===== src/rtl/micro_sequencer.sv =====
// -----------------------------------------------------------------------------
// micro_sequencer
//
// Microprogram sequencer placed directly in front of a 32-word combinational
// microcode ROM. It holds the micro-PC (addr_o), follows the ROM next-address
// field, and at the dispatch micro-step (FETCH2) substitutes the start address
// of the current opcode's microroutine. It also provides run/halt control,
// stall hold, illegal-opcode / illegal-address detection and a saturating
// count of dispatched instructions.
//
// Ports:
//   clk_i          system clock, rising edge
//   rst_i          asynchronous active-high reset
//   start_i        one-cycle request to begin/resume execution at FETCH1
//   stall_i        hold the current micro-address
//   next_addr_i    next-address field of the ROM word currently presented
//   opcode_i       instruction-register opcode, used at dispatch
//   z_flag_i       ALU zero flag, used at dispatch to resolve JMPNZ
//   addr_o         registered micro-address to the ROM
//   running_o      high in RUN
//   halted_o       high in HALT
//   illegal_op_o   sticky: halt caused by unmapped opcode or bad next address
//   dispatch_o     registered one-cycle pulse per dispatched opcode
//   instr_count_o  saturating dispatched-instruction count
// -----------------------------------------------------------------------------
module micro_sequencer #(
  parameter int unsigned       ADDR_W        = 5,
  parameter int unsigned       OP_W          = 8,
  parameter int unsigned       DISPATCH_ADDR = 1,
  parameter int unsigned       ROM_WORDS     = 27,
  parameter logic [OP_W-1:0]   HALT_OP       = 8'h3F,
  parameter int unsigned       CNT_W         = 16
) (
  input  logic              clk_i,
  input  logic              rst_i,
  input  logic              start_i,
  input  logic              stall_i,
  input  logic [ADDR_W-1:0] next_addr_i,
  input  logic [OP_W-1:0]   opcode_i,
  input  logic              z_flag_i,
  output logic [ADDR_W-1:0] addr_o,
  output logic              running_o,
  output logic              halted_o,
  output logic              illegal_op_o,
  output logic              dispatch_o,
  output logic [CNT_W-1:0]  instr_count_o
);

  typedef enum logic [1:0] {
    ST_IDLE = 2'b00,
    ST_RUN  = 2'b01,
    ST_HALT = 2'b10
  } state_e;

  localparam logic [ADDR_W-1:0] DISP_A    = ADDR_W'(DISPATCH_ADDR);
  // One extra bit so ROM_WORDS == 2**ADDR_W is still representable.
  localparam logic [ADDR_W:0]   ROM_LIMIT = (ADDR_W + 1)'(ROM_WORDS);
  localparam logic [CNT_W-1:0]  CNT_MAX   = '1;

  state_e             state_q;
  logic [ADDR_W-1:0]  addr_q;
  logic               illegal_q;
  logic               dispatch_q;
  logic [CNT_W-1:0]   count_q;

  logic               map_valid_s;
  logic [4:0]         map_addr_s;
  logic               next_bad_s;
  logic               at_dispatch_s;
  logic [CNT_W-1:0]   count_sat_d;

  // Opcode map: returns {valid, start address}. JMPNZ (05) resolves on z.
  function automatic logic [5:0] map_opcode(input logic [7:0] op, input logic z);
    logic [5:0] r;
    case (op)
      8'h00:   r = {1'b1, 5'd0};
      8'h01:   r = {1'b1, 5'd2};
      8'h02:   r = {1'b1, 5'd3};
      8'h03:   r = {1'b1, 5'd4};
      8'h04:   r = {1'b1, 5'd5};
      8'h05:   r = z ? {1'b1, 5'd13} : {1'b1, 5'd10};
      8'h06:   r = {1'b1, 5'd14};
      8'h07:   r = {1'b1, 5'd15};
      8'h08:   r = {1'b1, 5'd16};
      8'h09:   r = {1'b1, 5'd17};
      8'h0A:   r = {1'b1, 5'd18};
      8'h0B:   r = {1'b1, 5'd19};
      8'h0C:   r = {1'b1, 5'd20};
      8'h0D:   r = {1'b1, 5'd21};
      8'h0E:   r = {1'b1, 5'd23};
      8'h0F:   r = {1'b1, 5'd25};
      8'h10:   r = {1'b1, 5'd26};
      default: r = {1'b0, 5'd0};
    endcase
    return r;
  endfunction

  // Combinational decode of dispatch target, address range and counter step.
  always_comb begin
    {map_valid_s, map_addr_s} = map_opcode(8'(opcode_i), z_flag_i);
    next_bad_s    = ({1'b0, next_addr_i} >= ROM_LIMIT);
    at_dispatch_s = (addr_q == DISP_A);
    if (count_q == CNT_MAX) begin
      count_sat_d = count_q;
    end else begin
      count_sat_d = count_q + CNT_W'(1);
    end
  end

  // Sequencer FSM with registered micro-address, flags and counter.
  always_ff @(posedge clk_i or posedge rst_i) begin
    if (rst_i) begin
      state_q    <= ST_IDLE;
      addr_q     <= '0;
      illegal_q  <= 1'b0;
      dispatch_q <= 1'b0;
      count_q    <= '0;
    end else begin
      dispatch_q <= 1'b0;
      case (state_q)
        ST_IDLE: begin
          addr_q <= '0;
          if (start_i) begin
            state_q   <= ST_RUN;
            count_q   <= '0;
            illegal_q <= 1'b0;
          end
        end
        ST_RUN: begin
          if (stall_i) begin
            // Stall wins over everything: hold addr, state and count.
            addr_q <= addr_q;
          end else if (at_dispatch_s) begin
            // next_addr_i is a don't-care here; the opcode decides.
            if (opcode_i == HALT_OP) begin
              state_q    <= ST_HALT;
              addr_q     <= '0;
              dispatch_q <= 1'b1;
              count_q    <= count_sat_d;
            end else if (map_valid_s) begin
              addr_q     <= ADDR_W'(map_addr_s);
              dispatch_q <= 1'b1;
              count_q    <= count_sat_d;
            end else begin
              state_q   <= ST_HALT;
              addr_q    <= '0;
              illegal_q <= 1'b1;
            end
          end else if (next_bad_s) begin
            state_q   <= ST_HALT;
            addr_q    <= '0;
            illegal_q <= 1'b1;
          end else begin
            addr_q <= next_addr_i;
          end
        end
        ST_HALT: begin
          addr_q <= '0;
          if (start_i) begin
            state_q   <= ST_RUN;
            count_q   <= '0;
            illegal_q <= 1'b0;
          end
        end
        default: begin
          state_q <= ST_IDLE;
          addr_q  <= '0;
        end
      endcase
    end
  end

  // State-decoded flags come straight from the state register (no glitches).
  assign running_o     = (state_q == ST_RUN);
  assign halted_o      = (state_q == ST_HALT);
  assign addr_o        = addr_q;
  assign illegal_op_o  = illegal_q;
  assign dispatch_o    = dispatch_q;
  assign instr_count_o = count_q;

endmodule


===== config.mk =====
export PLATFORM = sky130hd
export DESIGN_NAME = micro_sequencer
export DESIGN_NICKNAME = d
export VERILOG_FILES = /design/src/rtl/micro_sequencer.sv
export SDC_FILE = /design/constraint.sdc
export NUM_CORES = 1
export LEC_CHECK = 0
export BUFFER_PORTS_ARGS = -buffer_cell sky130_fd_sc_hd__buf_2
export CAP_MARGIN = 20
export CORE_ASPECT_RATIO = 1.1
export CORE_MARGIN = 4
export CORE_UTILIZATION = 35
export CTS_CLUSTER_DIAMETER = 150
export DETAILED_ROUTE_END_ITERATION = 8
export PLACE_DENSITY = 0.66
export RECOVER_POWER = 25
export SLEW_MARGIN = 20
export SYNTH_ARGS = -nofsm -noshare
export SYNTH_HDL_FRONTEND = slang
export SYNTH_SLANG_ARGS = --single-unit

===== constraint.sdc =====
create_clock -name clk_i -period 2.74 [get_ports clk_i]
set_input_delay 0.137 -clock clk_i [delete_from_list [all_inputs] [get_ports clk_i]]
set_output_delay 0.137 -clock clk_i [all_outputs]
set_load 0.005 [all_outputs]

### Yosys cells after proc, flatten, opt, wreduce, memory -nomap -nowiden

Index checks and enable logic that the tools add are counted.
Widths: inputs -> output; s select.

| word-level totals | value |
|---|---|
| logic and storage cells | 77 |
| output and inout bits | 25 |
| register bits | 25 |

| operators by class | value |
|---|---|
| $add $sub $neg | 1 |
| order comparisons | 1 |
| equality and inequality tests | 29 |
| muxes and demuxes | 34 |
| reductions and logical operators | 7 |

Operators with widths:

| kind | count |
|---|---|
| $pmux 6 s17 | 1 |
| $mux 16 | 6 |
| $eq 8x4->1 const B | 8 |
| $eq 8x3->1 const B | 4 |
| $pmux 16 s2 | 1 |
| $mux 5 | 6 |
| $add 16x1->16 const B | 1 |
| $eq 16x16->1 const B | 1 |
| $eq 8x2->1 const B | 2 |
| $mux 2 | 6 |
| $mux 1 | 11 |
| $eq 8x1->1 const B | 1 |
| $eq 8x5->1 const B | 1 |
| $eq 8x6->1 const B | 1 |
| $logic_not 8->1 | 1 |
| $ne 3x1->1 const B | 2 |
| $ne 3x3->1 const B | 2 |
| $reduce_and 6->1 | 1 |
| $eq 5x1->1 const B | 1 |
| $ge 5x5->1 const B | 1 |
| $reduce_and 5->1 | 1 |
| $ne 2x1->1 const B | 2 |
| $ne 4x3->1 const B | 1 |
| $pmux 2 s2 | 1 |
| 9 further kinds | 9 |

### Logic depth before layout (Yosys ltp)

Gate-level depths: netlist (run 1).

| depth | value |
|---|---|
| depth in word-level cells | 7 |
| mapped depth | 7 |
| depth with buffers taken out | 6 |

### Worst setup path after synthesis (run 1)

OpenSTA, ideal clock, no wires.

| path | value |
|---|---|
| path kind | register to register |
| from | register addr_q[1] (netlist: addr_o[1]) |
| to | register count_q[11] (netlist: instr_count_o[11]) |
| arrival time | 2.127 ns |
| buffers on the path | 1 |
| required time | 2.608 ns |
| period minus slack after synthesis | 2.259 ns |
| stages on the path, launching flop included | 7 |
| setup slack | 0.481 ns |
| library setup time | 0.132 ns |
| path through | dfrtp_1 > or4b_4 > o41a_1 > or3_4 > buf_6 > o31ai_1 > o31ai_1 |

| on the way | value |
|---|---|
| word-level cells in the longest chain between the ends | 3 |

Ends and longest elaborated chain:

| what | RTL line | text |
|---|---|---|
| from (decl) | 61 | `logic [ADDR_W-1:0] addr_q;` |
| from (signal assigned) | 132 | `addr_q <= addr_q;` |
| from (signal assigned) | 141 | `addr_q <= ADDR_W'(map_addr_s);` |
| from (signal assigned) | 154 | `addr_q <= next_addr_i;` |
| $eq 5x1->1 | 102 | `at_dispatch_s = (addr_q == DISP_A);` |
| $ne 2x1->1 (no source line) | -- |  |
| $reduce_and 5->1 (no source line) | -- |  |
| to (signal assigned) | 139 | `count_q <= count_sat_d;` |
| to (signal assigned) | 143 | `count_q <= count_sat_d;` |
| to (decl) | 64 | `logic [CNT_W-1:0] count_q;` |

Every way passes these cells.
A chain may end at the register's enable or synchronous reset.

### Worst setup path in the final report (run 1)

| path | value |
|---|---|
| from | register addr_q[1] (netlist: addr_o[1]) |
| to | register count_q[13] (netlist: instr_count_o[13]) |

Same word-level chain as after synthesis.

==> results of run 1 <==
-- cell families (layout without fill, tap and decap cells) --
logic type                 after synthesis  in the layout  synth area share (%)
and+or+nand+nor                         82             82                 26.12
AOI/OAI and AO/OA                       66             66                 28.73
DFF                                     25             25                 37.31
buffers and inverters                   20             57                 5.373
adders and majority gates                2              2                 1.343
xor gates and xnor gates                 1              1                0.5225
muxes                                    1              1                0.5970
-- power by group --
part / switching (mW) / internal [mW] / leakage (nW)
Sequential: 0.131 / 0.471 / 0.302
Clock: 0.122 / 0.102 / 0.0255
Combinational: 0.475 / 0.334 / 0.522
-- cell type report --
class	instances	area (µm²)	area share, %
multi-input cells	152	960.9	49.07
repair buffers	43	217.7	11.12
flip-flops and latches	25	625.6	31.95
clock inverters	1	5.005	0.2556
well taps	56	70.07	3.578
clock buffers	3	41.29	2.109
inverters	10	37.54	1.917
-- worst min-delay path by stage --
stage	slack, ns	cells past startpoint	endpoint	start
after floorplan	0.16	1	addr_o[0]$_DFFE_PP0P_	rst_i
after detailed placement	0.35	2	state_q[1]$_DFFE_PP0P_	start_i
after global placement	0.34	2	state_q[1]$_DFFE_PP0P_	start_i
after CTS	0.06	2	state_q[1]$_DFFE_PP0P_	start_i
after global routing	0.0008	2	addr_o[2]$_DFFE_PP0P_	rst_i
final	-0.06	2	addr_o[2]$_DFFE_PP0P_	rst_i
-- layer usage --
| metal | global-route usage (%) | part of all wire (%) |
|---|---|---|
| met4 | 6.159 | 1.9 |
| met2 | 25.27 | 47 |
| met3 | 2.003 | 4.7 |
| met5 | 0 | 0 |
| met1 | 21.43 | 46 |
-- critical path, delay by kind of cell, from the launching register on --
family | cells | cell delay, ns
flops | 1 | 0.40
compound gates | 2 | 0.77
simple gates | 3 | 1.11
-- flip-flops by register name, summed over array words and instances, names as in the netlist --
| signal | count |
|---|---|
| addr_o | 5 |
| illegal_op_o | 1 |
| instr_count_o | 16 |
| state_q | 2 |
| dispatch_o | 1 |
-- cells in the final DEF, fill, tap and decap left out, drive strengths merged, types with 4 or more instances in the layout --
cell type / instances
buf: 43
dfrtp: 25
nand3: 18
nand2: 18
o21ai: 15
nor2: 12
a21oi: 10
nor3: 9
inv: 9
nor4: 6
o31ai: 6
and3: 5
o22a: 4
-- metrics by stage --
step	instance area, µm²	instances	total power [mW]	worst slack [ns]
after floorplan	1677	197	1.144	0.4809
after global placement	1912	286	1.399	0.4551
after detailed placement	1912	286	1.407	0.3883
after CTS	1958	290	1.631	0.3672
after global routing	1958	290	1.758	0.2457
final	1958	290	1.635	0.3662
==> summary.md, run 1 <==
| Metric | Value |
|---|---|
| Final Hold Fails | `25` |
| First-pass GRT wire length | `7514 µm` |
| Port buffer count | `42` |
| Via count | `1743` |
| Post-Route Utilization | `42.09%` |
| CP peak stage delay | `0.57 ns` |
| Syn_nets | `216` |
| Syn Area/Cell | `8.511 µm²` |
| P_leak | `0.8494 nW` |
| Critical path's slowest cell | `or4b_4` |
| Final WL | `4598 µm` |
| Ports | `43` |
| DP HPWL | `3377 µm` |
| Largest net degree at the start of global routing | `26` |
| # fillers | `466` |
| Sink Count | `25` |
| Register-to-Register Setup Slack | `0.37 ns` |
| WP data required | `2.91 ns` |
| RSZ-0062 raised after global routing | `false` |
| Worst skew pair latency | `0.27 ns` |
| Synth-to-Final Area Change | `16.79%` |
| PD cells | `834.8 nW/µm²` |
| Core Footprint | `4652 µm²` |
| FMAX | `421.3 MHz` |
| VDD IR-drop max | `0.0002400 V` |
| Crit path from | `addr_o[1]$_DFFE_PP0P_` |
| Setup Skew | `0.0008323 ns` |
| DIE AREA | `5963 µm²` |
| Status | `finished with violations` |
| Die Wd | `73.99 µm` |
| Violated checks | `negative hold slack` |
| Sequential share of the synthesized area | `37.31%` |
| CTS root buf | `clkbuf_8` |
| GRT Overall Usage | `15.84%` |
| Dominant cells by area after synthesis | `dfrtp_1 37%, nand3_1 5.4%, nand2_1 4.0%` |
| Row cnt | `26` |
| Wire length per cell | `15.86 µm` |
| Synth Instances | `197` |
| Post-CTS Setup Inserts | `0` |
| Die Y | `80.59 µm` |
| Share of the synthesized area in the top cell type | `37.31%` |
| Post-synth EDFFs | `0` |
| Global route overflow | `0` |
| Post-synth top cells | `25 x dfrtp_1, 18 x nand2_1, 18 x nand3_1` |
| Initial antenna violation count | `0` |
| Post-synthesis register bit count | `25` |
| Startpoint types | `flop` |
| Slew Viols, Final | `0` |
| Ant. Diodes | `0` |
| Most common cell in the netlist | `dfrtp_1` |
| Crit-path cells | `or4b_4, o41a_1, nor3_4, nand3_1, o41ai_2` |
| Worst EP arrival | `2.55 ns` |
| CTS Buf Count | `3` |
| Min-delay worst type | `in2async` |
| CP endpoint | `instr_count_o[13]$_DFFE_PP0P_` |
| Worst r2r src | `addr_o[1]$_DFFE_PP0P_` |
| Antenna Nets Post-Route | `0` |
| Fin Setup TNS | `0 ns` |
| Post-CTS Hold Buffers | `0` |
| H-tree levels | `1` |
| Predominant post-synthesis flop cell | `dfrtp_1` |
| Nets@finish | `254` |
| Yosys warning count | `0` |
| Fin crit share | `86.63%` |
| Slew HR | `38.18%` |
| Worst-margin pin slew | `0.9217 ns` |
| Kind of critical path | `reg2reg` |
| Hold Worst Slack | `-0.05954 ns` |
| DR vias/cell | `6.010` |
| Worst Setup End Kind | `flop` |
| Cell area after synthesis | `1677 µm²` |
| Final setup viols | `0` |
| Synth area leader | `dfrtp_1` |
| Worst r2r path cells | `5` |
| Worst reg2reg endpoint | `instr_count_o[13]$_DFFE_PP0P_` |
| Critical-path maximum fanout | `6` |
| Max Cap Viol | `0` |
| Synth async-reset ratio | `100.0%` |
| CTS tree | `yes` |
| Crit path time final | `2.374 ns` |
| Initial Utilization | `36.04%` |
| Netlist cell types | `56` |
| Drt pass-1 iters | `4` |
| Post-CTS resize count | `0` |
| Clk buf depth | `2` |
| DRC viols | `0` |
| Clock slew seen by the registers of the worst setup and hold paths | `0.09 ns` |
| First DRT Iteration DRCs | `233` |
| Share of cells above drive strength 1 | `24.36%` |
| Vias in the first global route | `1560` |
| Gpl congestion | `0.9096` |
Note: power is estimated with default switching activity, not from simulation.
==> run 2: changes to the inputs <==
ABC_CLOCK_PERIOD_IN_PS = 2740   (was not set)
CELL_PAD_IN_SITES_DETAIL_PLACEMENT = 0   (was not set)
CELL_PAD_IN_SITES_GLOBAL_PLACEMENT = 1   (was not set)
CTS_CLUSTER_SIZE = 20   (was not set)
PLACE_DENSITY = 0.82   (was 0.66)
==> run 2 against run 1 <==
- the run now ends clean
- clock-buffer cell count is the same
- clock power grew 2%
- clock skew grew 0.0087 ns
- via count shrank 2.9%
- critical path type unchanged
- largest power group unchanged
==> summary.md, run 2 (same netlist as run 1, synthesis figures left out) <==
| Metric | Value |
|---|---|
| First DRT Iteration DRCs | `113 (-52%)` |
| Post-route setup slack | `0.3997 ns (+0.03346 ns)` |
| Crit path time final | `2.340 ns (-0.03346 ns)` |
| CTS Buf Count | `3 (unchanged)` |
| Die Y | `80.59 µm (unchanged)` |
| Slew Viols, Final | `0 (unchanged)` |
| Comb pwr share | `48.8% (-0.7 points)` |
| Kind of critical path | `reg2reg` |
| PD cells | `822.9 nW/µm² (-1.4%)` |
| Worst EP arrival | `2.52 ns (-0.03 ns)` |
| Setup Skew | `0.009525 ns (+0.008692 ns)` |
| NetSw | `711.6 µW (-2.3%)` |
| Worst-margin pin slew | `1.100 ns (+0.1782 ns)` |
| Top delay family on crit path | `simple AND/OR/NAND/NOR gates` |
| CTS tree | `yes` |
| Fin crit share | `85.41% (-1.2 points)` |
| Row cnt | `26 (unchanged)` |
| Post-CTS Setup Inserts | `0 (unchanged)` |
| DP HPWL | `3349 µm (-0.84%)` |
| Final WL | `4485 µm (-2.5%)` |
| GRT Overall Usage | `15.68% (-0.16 points)` |
| Sink Count | `25 (unchanged)` |
| Gpl congestion | `0.8274 (-9.0%)` |
| Share of cells above drive strength 1 | `24.47% (+0.11 points)` |
| Max Cap Viol | `0 (unchanged)` |
| Slew HR | `26.68% (-11 points)` |
| DRC viols | `0 (unchanged)` |
| Ports | `43 (unchanged)` |
| DIE AREA | `5963 µm² (unchanged)` |
| Nets@finish | `257 (+1.2%)` |
| Final Hold Fails | `0 (-100%)` |
| Clock power frac | `14.0% (+0.3 points)` |
| Critical path's slowest cell | `or4b_4` |
| Clock slew seen by the registers of the worst setup and hold paths | `0.10 ns (about the same)` |
| Worst skew pair latency | `0.27 ns (about the same)` |
| Commonest non-fill, non-tap cell in the layout | `buf_2` |
| Wire length per cell | `15.31 µm (-3.5%)` |
| H-tree levels | `1 (unchanged)` |
| Post-DP Area | `1919 µm² (+0.39%)` |
| Clk buf depth | `2 (unchanged)` |
| Min-delay worst type | `in2reg` |
| Place WS | `0.3853 ns (-0.002978 ns)` |
| Max FFs per register | `16 (unchanged)` |
| Global route overflow | `0 (unchanged)` |
| VDD IR-drop max | `0.0003738 V (+56%)` |
| WP buf/inv | `0 (unchanged)` |
| RSZ-0062 raised after global routing | `false` |
| Antenna Nets Post-Route | `0 (unchanged)` |
| P_leak | `0.8559 nW (+0.76%)` |
| First-pass GRT wire length | `7479 µm (-0.47%)` |
| Critical-path maximum fanout | `6 (unchanged)` |
| Via count | `1692 (-2.9%)` |
| Initial Utilization | `36.04% (unchanged)` |
| Ant. Diodes | `0 (unchanged)` |
| Reg power frac | `37.2% (+0.4 points)` |
| Drt pass-1 iters | `4 (unchanged)` |
| Status | `complete, no violations` |
| Sw Share | `43.63% (-0.91 points)` |
| Vias in the first global route | `1565 (+0.32%)` |
| Die Wd | `73.99 µm (unchanged)` |
| Synth-to-Final Area Change | `18.21%` |
| Crit-path cells | `or4b_4, o41a_1, nor3_4, nand3_1, o41ai_2` |
| Fin Setup TNS | `0 ns (unchanged)` |
| Initial antenna violation count | `0 (unchanged)` |
| DR vias/cell | `5.775 (-3.9%)` |
| Port buffer count | `42 (unchanged)` |
| FMAX | `427.3 MHz (+1.4%)` |
| Worst Setup End Kind | `flop` |
| WP data required | `2.92 ns (about the same)` |
| Post-CTS resize count | `0 (unchanged)` |
| Largest net degree at the start of global routing | `26 (unchanged)` |
| Commonest cells after routing, fill and taps aside | `42 x buf_2, 25 x dfrtp_1, 18 x nand3_1, 18 x nand2_1, 12 x nor2_1` |
| Final setup viols | `0 (unchanged)` |
| Startpoint types | `flop` |
| Final Cell Area | `1982 µm² (+1.2%)` |
| Core Footprint | `4652 µm² (unchanged)` |
| Post-Route Utilization | `42.60% (+0.51 points)` |
| CP peak stage delay | `0.56 ns (about the same)` |
| CTS root buf | `clkbuf_8` |
| Int Pwr | `919.3 µW (+1.4%)` |
run 2: changes by cell type in the layout (fill, tap and decap cells not counted):
cell           change
clkinvlp_4         +1
dlygate4sd3_1      +1
buf_4              +1
clkinv_2           -1
clkbuf_1           +1
run 2: metal layers:
metal,global-route usage (%),routed length (µm),vias to the layer above
li1,-,-,843
met1,21.71,2030,796
met2,25.53,2153,49
met3,2.003,258,4
met4,3.986,42,0
met5,0,0,-
run 2: area by class of cell:
type	instances	area, µm²
Inverter	10	37.54
Multi-Input combinational cell	152	960.9
Fill cell	463	2670
Sequential cell	25	625.6
Clock buffer	3	41.29
Clock inverter	1	7.507
Timing Repair Buffer	46	239.0
Tap cell	56	70.07
run 2: metrics by stage:
| stage | power, mW | hold WS [ns] | std cells |
|---|---|---|---|
| floorplan | 1.144 | 0.1643 | 197 |
| global placement | 1.412 | 0.3487 | 287 |
| detailed placement | 1.412 | 0.3637 | 287 |
| CTS | 1.647 | 0.07264 | 291 |
| global route | 1.782 | 0.09217 | 293 |
| finish | 1.631 | 0.06867 | 293 |
run 2: power by group through the flow:
stage	clock, mW	combinational (mW)	sequential [mW]
after floorplan	0	0.556	0.588
after global placement	0	0.800	0.612
after detailed placement	0	0.799	0.613
after CTS	0.237	0.804	0.606
after global routing	0.252	0.900	0.631
final	0.228	0.796	0.607
run 2: repair_timing:
item                                   4_1_cts  5_1_grt
hold buffers                                 0        1
endpoints found under the hold margin        0        5
setup endpoints to repair                    0        0
run 2: worst register-to-register path, cell delays in order (launching register included):
cell,delay (ns)
dfrtp_1,0.40
or4b_4,0.56
o41a_1,0.40
nor3_4,0.25
nand3_1,0.29
o41ai_2,0.36
run 2: final timing paths:
path,start,endpoint,slack [ns],cells after the start
max reg2reg,addr_o[1]$_DFFE_PP0P_,instr_count_o[13]$_DFFE_PP0P_,0.40,5
max in group asynchronous,rst_i,state_q[0]$_DFFE_PP0P_,1.21,4
min in group asynchronous,rst_i,instr_count_o[13]$_DFFE_PP0P_,0.28,3
min reg2reg,illegal_op_o$_DFFE_PP0P_,illegal_op_o$_DFFE_PP0P_,0.53,2
min,start_i,state_q[1]$_DFFE_PP0P_,0.07,2
max,addr_o[1]$_DFFE_PP0P_,instr_count_o[13]$_DFFE_PP0P_,0.40,5
==> run 3: changes to the inputs <==
PLACE_DENSITY = 0.7   (was 0.82)
==> run 3 against run 2 <==
- worst hold slack got worse by 0.011 ns
- non-clock buffer count fell by 1
- critical path depth stayed put
- via count rose by 0.41%
- clock power hardly changed
- clock skew is 0.0017 ns lower
- critical endpoint unchanged
- highest routed layer unchanged
==> summary.md, run 3 (same netlist as run 1, synthesis figures left out) <==
| Metric | Value |
|---|---|
| Final WL | `4661 µm (+3.9%)` |
| Fin crit share | `87.67% (+2.3 points)` |
| Die Wd | `73.99 µm (unchanged)` |
| Fin Setup TNS | `0 ns (unchanged)` |
| Clk buf depth | `2 (unchanged)` |
| DIE AREA | `5963 µm² (unchanged)` |
| Critical-path maximum fanout | `6 (unchanged)` |
| Post-CTS resize count | `0 (unchanged)` |
| Initial antenna violation count | `0 (unchanged)` |
| Place WS | `0.3475 ns (-0.03787 ns)` |
| Max Cap Viol | `0 (unchanged)` |
| DRC viols | `0 (unchanged)` |
| P_leak | `0.8548 nW (-0.13%)` |
| Drt pass-1 iters | `5 (+1)` |
| Ant. Diodes | `0 (unchanged)` |
| Share of cells above drive strength 1 | `24.15% (-0.32 points)` |
| Via count | `1699 (+0.41%)` |
| Int Pwr | `907.7 µW (-1.3%)` |
| Hold Worst Slack | `0.05741 ns (-0.01126 ns)` |
| Port buffer count | `42 (unchanged)` |
| PD cells | `828.5 nW/µm² (+0.68%)` |
| Setup Skew | `0.007861 ns (-0.001664 ns)` |
| First DRT Iteration DRCs | `66 (-42%)` |
| Antenna Nets Post-Route | `0 (unchanged)` |
| Initial Utilization | `36.04% (unchanged)` |
| Clock slew seen by the registers of the worst setup and hold paths | `0.10 ns (about the same)` |
| Gpl congestion | `0.8524 (+3.0%)` |
| DR vias/cell | `5.818 (+0.76%)` |
| Comb pwr share | `49.0% (+0.2 points)` |
| Area of all sequential standard cells | `625.6 µm² (unchanged)` |
| Nets@finish | `256 (-0.39%)` |
| RSZ-0062 raised after global routing | `false` |
| Clock power frac | `14.1% (about the same)` |
| NetSw | `726.0 µW (+2.0%)` |
| Row cnt | `26 (unchanged)` |
| Slew HR | `27.86% (+1.2 points)` |
| Core Footprint | `4652 µm² (unchanged)` |
| CTS tree | `yes` |
| GRT Overall Usage | `16.56% (+0.88 points)` |
| Worst-margin pin slew | `1.082 ns (-0.01779 ns)` |
| Die Y | `80.59 µm (unchanged)` |
| Worst Setup End Kind | `flop` |
| Sw Share | `44.44% (+0.81 points)` |
| VDD IR-drop max | `0.0003706 V (-0.86%)` |
| Status | `complete, no violations` |
| Post-CTS Setup Inserts | `0 (unchanged)` |
| First-pass GRT wire length | `7790 µm (+4.2%)` |
| Max FFs per register | `16 (unchanged)` |
| FMAX | `416.3 MHz (-2.6%)` |
| CTS Buf Count | `3 (unchanged)` |
| Sink Count | `25 (unchanged)` |
| Global route overflow | `0 (unchanged)` |
| Crit path time final | `2.402 ns (+0.06191 ns)` |
| Reg power frac | `36.9% (-0.3 points)` |
| Synth-to-Final Area Change | `17.61%` |
| Commonest non-fill, non-tap cell in the layout | `buf_2` |
| WP data required | `2.91 ns (about the same)` |
| Final setup viols | `0 (unchanged)` |
| DP HPWL | `3465 µm (+3.5%)` |
| # fillers | `507 (+9.5%)` |
| Post-route setup slack | `0.3378 ns (-0.06191 ns)` |
| Multi-input logic area | `960.9 µm² (unchanged)` |
| CTS root buf | `clkbuf_8` |
| Kind of critical path | `reg2reg` |
| Min-delay worst type | `in2reg` |
| Slew Viols, Final | `0 (unchanged)` |
| Startpoint types | `flop` |
| Worst EP arrival | `2.58 ns (+0.06 ns)` |
| Final Hold Fails | `0 (unchanged)` |
| Ports | `43 (unchanged)` |
| Vias in the first global route | `1627 (+4.0%)` |
| H-tree levels | `1 (unchanged)` |
| Worst skew pair latency | `0.28 ns (about the same)` |
| Wire length per cell | `15.96 µm (+4.3%)` |
| Largest net degree at the start of global routing | `26 (unchanged)` |
| Commonest cells after routing, fill and taps aside | `42 x buf_2, 25 x dfrtp_1, 18 x nand3_1, 18 x nand2_1, 12 x nor2_1` |
==> run 3: changes by cell type in the layout (fill, tap and decap cells not counted) <==
cell and delta:
buf_4 -1, clkinv_2 +1, clkinvlp_4 -1
==> run 3: power groups by stage <==
stage / Combinational [mW] / Sequential [mW] / Clock, mW
6_report: 0.800 / 0.603 / 0.230
2_1_floorplan: 0.556 / 0.588 / 0
5_1_grt: 0.895 / 0.621 / 0.254
3_5_place_dp: 0.799 / 0.610 / 0
3_3_place_gp: 0.805 / 0.611 / 0
4_1_cts: 0.806 / 0.603 / 0.240
==> run 3: layer usage <==
layer / part of all wire, % / routed length (µm) / vias to the layer above / GRT usage, %
met5: 0 / 0 / - / 0
met3: 5.5 / 258 / 6 / 2.628
met4: 0.90 / 42 / 0 / 5.435
met1: 48 / 2248 / 794 / 23.59
met2: 45 / 2112 / 56 / 25.18
li1: - / - / 843 / -
==> run 3: layout make-up <==
type,count,area share (%)
Inverter,10,1.904
Sequential cell,25,31.73
Timing Repair Buffer,45,11.74
Multi-Input combinational cell,152,48.73
Clock buffer,3,2.094
Clock inverter,1,0.2538
Tap cell,56,3.553
==> run 3: final timing paths <==
check,startpoint,end,slack (ns),cells past startpoint
worst max-delay path,addr_o[1]$_DFFE_PP0P_,instr_count_o[13]$_DFFE_PP0P_,0.34,5
worst min-delay path,start_i,state_q[1]$_DFFE_PP0P_,0.06,2
worst max register to register,addr_o[1]$_DFFE_PP0P_,instr_count_o[13]$_DFFE_PP0P_,0.34,5
worst min register to register,illegal_op_o$_DFFE_PP0P_,illegal_op_o$_DFFE_PP0P_,0.51,2
max in group asynchronous,rst_i,instr_count_o[13]$_DFFE_PP0P_,1.22,4
min in group asynchronous,rst_i,instr_count_o[3]$_DFFE_PP0P_,0.28,3
==> run 3: worst max-delay path, stage by stage, from the launching register on <==
cell and delay [ns]:
dfrtp_1 0.41, or4b_4 0.56, o41a_1 0.39, nor3_4 0.25, nand3_1 0.31, o41ai_2 0.38
==> run 3: repair_timing <==
action,in CTS,in global routing
hold buffers,0,1
endpoints found under the hold margin,0,6
setup endpoints to repair,0,0
==> run 3: per-stage QoR <==
step	area (µm²)	power (mW)	instances	util (%)
floorplan	1677	1.144	197	-
global placement	1912	1.416	286	41.10
detailed placement	1912	1.408	286	41.10
CTS	1958	1.649	290	42.09
global route	1972	1.770	292	42.39
finish	1972	1.634	292	42.39
